### src/rtl/alu_exec_stage.sv
// rtl/alu_exec_stage.sv - execute stage: operand register (E) feeding the ALU, writeback register (W), flags
module alu_exec_stage #(
   parameter int          DATA_W = 16,
   parameter int          RD_W   = 3,
   parameter logic [3:0]  OP_MAX = 4'hA
) (
   input  logic              i_clk,
   input  logic              i_reset,
   input  logic              i_valid,
   output logic              o_ready,
   input  logic [3:0]        i_opcode,
   input  logic [DATA_W-1:0] i_wordA,
   input  logic [DATA_W-1:0] i_wordB,
   input  logic [RD_W-1:0]   i_rd,
   input  logic              i_set_flags,
   output logic [3:0]        o_alu_opcode,
   output logic [DATA_W-1:0] o_alu_wordA,
   output logic [DATA_W-1:0] o_alu_wordB,
   input  logic [DATA_W-1:0] i_alu_result,
   input  logic [3:0]        i_alu_flags,
   output logic              o_wb_valid,
   input  logic              i_wb_ready,
   output logic [DATA_W-1:0] o_wb_data,
   output logic [RD_W-1:0]   o_wb_rd,
   output logic [3:0]        o_flags,
   output logic              o_illegal
);

   logic              e_valid;
   logic [3:0]        e_opcode;
   logic [DATA_W-1:0] e_word_a;
   logic [DATA_W-1:0] e_word_b;
   logic [RD_W-1:0]   e_rd;
   logic              e_set_flags;

   logic              w_valid;
   logic [DATA_W-1:0] w_data;
   logic [RD_W-1:0]   w_rd;

   logic              w_take;
   logic              e_adv;
   logic              accept;
   logic              e_illegal;

   // W can take new data when empty or being drained this cycle; E frees up when it advances.
   assign w_take    = !w_valid || i_wb_ready;
   assign e_adv     = e_valid && w_take;
   assign o_ready   = !e_valid || w_take;
   assign accept    = i_valid && o_ready;
   assign e_illegal = (e_opcode > OP_MAX);

   always_ff @(posedge i_clk or posedge i_reset) begin
      if (i_reset) begin
         e_valid     <= 1'b0;
         e_opcode    <= '0;
         e_word_a    <= '0;
         e_word_b    <= '0;
         e_rd        <= '0;
         e_set_flags <= 1'b0;
      end else if (accept) begin
         e_valid     <= 1'b1;
         e_opcode    <= i_opcode;
         e_word_a    <= i_wordA;
         e_word_b    <= i_wordB;
         e_rd        <= i_rd;
         e_set_flags <= i_set_flags;
      end else if (e_adv) begin
         e_valid     <= 1'b0;
      end
   end

   always_ff @(posedge i_clk or posedge i_reset) begin
      if (i_reset) begin
         w_valid <= 1'b0;
         w_data  <= '0;
         w_rd    <= '0;
      end else if (e_adv) begin
         w_valid <= 1'b1;
         w_data  <= i_alu_result;
         w_rd    <= e_rd;
      end else if (i_wb_ready) begin
         w_valid <= 1'b0;
      end
   end

   // Flags commit on the same edge as W, so o_flags always matches the result in W.
   always_ff @(posedge i_clk or posedge i_reset) begin
      if (i_reset) begin
         o_flags   <= 4'h0;
         o_illegal <= 1'b0;
      end else begin
         o_illegal <= e_adv && e_illegal;
         if (e_adv && e_set_flags && !e_illegal) begin
            o_flags <= i_alu_flags;
         end
      end
   end

   assign o_alu_opcode = e_opcode;
   assign o_alu_wordA  = e_word_a;
   assign o_alu_wordB  = e_word_b;
   assign o_wb_valid   = w_valid;
   assign o_wb_data    = w_data;
   assign o_wb_rd      = w_rd;

endmodule

### config.mk
export PLATFORM = sky130hd
export DESIGN_NAME = alu_exec_stage
export DESIGN_NICKNAME = d
export VERILOG_FILES = /design/src/rtl/alu_exec_stage.sv
export SDC_FILE = /design/constraint.sdc
export NUM_CORES = 1
export LEC_CHECK = 0
export ABC_AREA = 1
export CORE_UTILIZATION = 40
export DETAILED_ROUTE_END_ITERATION = 12
export PLACE_DENSITY = 0.75
export SYNTH_ARGS = -nofsm -noshare
export SYNTH_HDL_FRONTEND = slang
export SYNTH_SLANG_ARGS = --single-unit
### constraint.sdc
create_clock -name i_clk -period 2.4 [get_ports i_clk]
set_input_delay 0.48 -clock i_clk [delete_from_list [all_inputs] [get_ports i_clk]]
set_output_delay 0.48 -clock i_clk [all_outputs]
set_load 0.02 [all_outputs]
==> results of run 1 <==
## power by group
part | internal [mW] | switching, mW
clock | 0.457 | 0.385
combinational | 0.562 | 0.613
sequential | 1.33 | 0.124
total | 2.35 | 1.12
## final timing paths
check,cells past startpoint,slack [ps],startpoint,to
worst min register to register,2,470,o_alu_wordB[1]$_DFFE_PP0P_,o_alu_wordB[1]$_DFFE_PP0P_
worst min-delay path,2,470,o_alu_wordB[1]$_DFFE_PP0P_,o_alu_wordB[1]$_DFFE_PP0P_
worst max register to register,6,900,o_wb_valid$_DFFE_PP0P_,o_alu_opcode[2]$_DFFE_PP0P_
max in group asynchronous,3,1570,i_reset,o_alu_opcode[2]$_DFFE_PP0P_
worst max-delay path,4,230,i_wb_ready,o_ready
min in group asynchronous,3,530,i_reset,o_wb_data[13]$_DFFE_PP0P_
## sequential cells by signal (all words and copies together), names as in the netlist
name and flops:
e_rd 3, e_set_flags 1, e_valid 1, o_alu_opcode 4
o_alu_wordA 16, o_alu_wordB 16, o_flags 4, o_illegal 1
o_wb_data 16, o_wb_rd 3, o_wb_valid 1
## critical path: stages
cell             delay, ps
clkdlybuf4s50_1        460
inv_1                   60
nand3_2                 70
clkdlybuf4s50_1        620
## cells in the final DEF, fill, tap and decap left out
cell type        synthesis  layout
a21oi_1                  2       2
buf_12                   0       1
buf_4                    1       7
clkbuf_1                 6       2
clkbuf_8                 0      12
clkdlybuf4s50_1          0     125
clkinv_2                 0       2
dfrtp_1                 66      66
inv_1                    4       3
inv_2                    0       1
nand2_1                130     130
nand2_2                  1       1
nand3_1                 61      61
nand3_2                  1       1
nor2_1                   3       3
nor2_2                   1       1
## kinds of logic (layout without fill, tap and decap cells)
group / count (synthesis) / in the layout / share of synthesized area, %
AND/OR/NAND/NOR: 197 / 197 / 31.95
AO/OA/AOI/OAI: 2 / 2 / 0.3867
flip-flops: 66 / 66 / 63.80
buffers and inverters: 22 / 153 / 3.866
## cell type report
type	instances	area, µm²
Clock buffer	14	172.7
Timing Repair Buffer	133	1324
Multi-Input combinational cell	199	837.1
Clock inverter	2	10.01
Fill cell	509	1992
Tap cell	75	93.84
Sequential cell	66	1652
Inverter	4	15.01
## layer usage
metal / vias up / track usage, % / wire length (µm)
li1: 1162 / - / -
met1: 1073 / 22.99 / 2737
met2: 93 / 33.31 / 3019
met3: 8 / 7.692 / 665
met4: 0 / 8.947 / 91
met5: - / 0 / 0
## metrics by stage
step	power (mW)	util, %	cells
after floorplan	2.030	-	287
after global placement	2.637	64.33	477
after detailed placement	2.662	64.33	477
after CTS	3.512	67.32	493
after global routing	3.670	67.32	493
final	3.474	67.32	493
==> flow_metrics.py, run 1 <==
metrics = {
    "cts": {
        "cts_setup_buffers": 0,
        "postCtsHoldBufs": 0,
        "clk_latency_ps": 330,
        "cts-root-buf": "clkbuf_8",
        "cts_tree": "yes",
        "cts_resized": 0,
        "clockBufferDepth": 2,
        "cts_made_buffers": 9,
        "htree_num_levels": 3,
        "cts.clk_slew.worst_paths_ps": 70,
        "cts_sinks": 66,
    },
    "power": {
        "p_leak_nw": 2.006,
        "ir_drop_mv": 0.4862,
        "cellPowerDensity_nw_per_um2": 846.5,
    },
    "cells_and_area": {
        "antenna_cells": 0,
        "final_design_area_no_fill_um2": 4104,
        "layout-drive-gt1-share_pct": 6.220,
        "finalNetCount": 477,
        "synthToLayoutAreaGrowth_pct": 58.53,
    },
    "floorplan": {
        "core-area_um2": 6096,
        "rows": 28,
        "io_pins": 126,
        "die_area_um2": 6797,
        "die_x_um": 82.45,
        "dieHeight_um": 82.45,
        "initial_utilization_pct": 42.47,
    },
    "route": {
        "wire_per_inst_um": 13.21,
        "finalWirelength_mm": 6.513,
        "vias": 2336,
        "drt_iter0_drc": 94,
        "drc": 0,
        "viasPerCell": 4.738,
        "ant_nets": 0,
        "firstDrtPassIters": 4,
    },
    "yosys": {
        "synth_fp_nets": 351,
        "ys_types": 12,
        "ys_warn_count": 0,
        "synth-edff-count": 0,
        "synth_cells": 287,
        "synthFlopType": "dfrtp_1",
        "synth_area_leader_cell": "dfrtp_1",
        "synth_common_cells": "130 x nand2_1, 66 x dfrtp_1, 61 x nand3_1, 11 x buf_2, 6 x clkbuf_1",
        "ys_seq_area_share_pct": 63.80,
        "async_flop_share_pct": 100.0,
        "synth-seq-cells": 66,
        "synth.avg_cell_area_um2": 9.020,
        "synth_most_common_cell": "nand2_1",
        "synthTopCellsByArea": "dfrtp_1 64%, nand2_1 19%, nand3_1 12%, buf_2 2.1%, clkbuf_1 0.87%",
        "netlist.area_leader.share_pct": 63.80,
        "netlist_area_um2": 2589,
    },
    "placed_design": {
        "port-buffer-count": 125,
        "placed_area_um2": 3921,
        "hpwl_mm": 4.527,
        "gp_congestion": 0.7397,
        "pre_cts_ws_ps": 244.8,
    },
    "timing": {
        "fin_skew_ps": 9.550,
        "hold_viol": 0,
        "fin_ws_ps": 229.1,
        "setup_viol": 0,
        "hold_slack_ps": 470.0,
        "setup-tns-final_ps": 0,
        "worst_slew_pin_slew_ps": 393.7,
        "max_freq_mhz": 460.6,
        "post-route-period-util_pct": 90.45,
        "drv_slew": 0,
        "rsz0062_at_grt": "no",
        "relSlewSlack_pct": 73.67,
        "fin_crit_ps": 2171,
    },
    "worst_setup_path": {
        "crit_type": "primary input to output pin",
        "arrival_ps": 1690,
        "worstPathMaxFanout": 2,
        "startpoint_type": "primary input",
        "crit_path_end_kind": "output pin",
        "cp.required_ps": 1920,
    },
    "job": {
        "cap_violations": 0,
    },
    "global_route": {
        "grt_pass1_vias": 2234,
        "grt_util_all_layers_pct": 20.09,
        "grt_pass1_wl_mm": 10.01,
        "grt_antenna_before_repair": 0,
        "grt_max_degree": 67,
        "grt_overflow_total": 0,
    },
    "hold_path": {
        "holdCritPathClass": "flip-flop to flip-flop",
    },
    "outcome": {
        "outcome": "completed",
    },
}
Note: power is estimated with default switching activity, not from simulation.
==> run 2: changes to the inputs <==
Settings changed: CAP_MARGIN set to 20.
==> results of run 2 <==
Same layout as run 1: the final DEF is identical, and so are final timing and power.
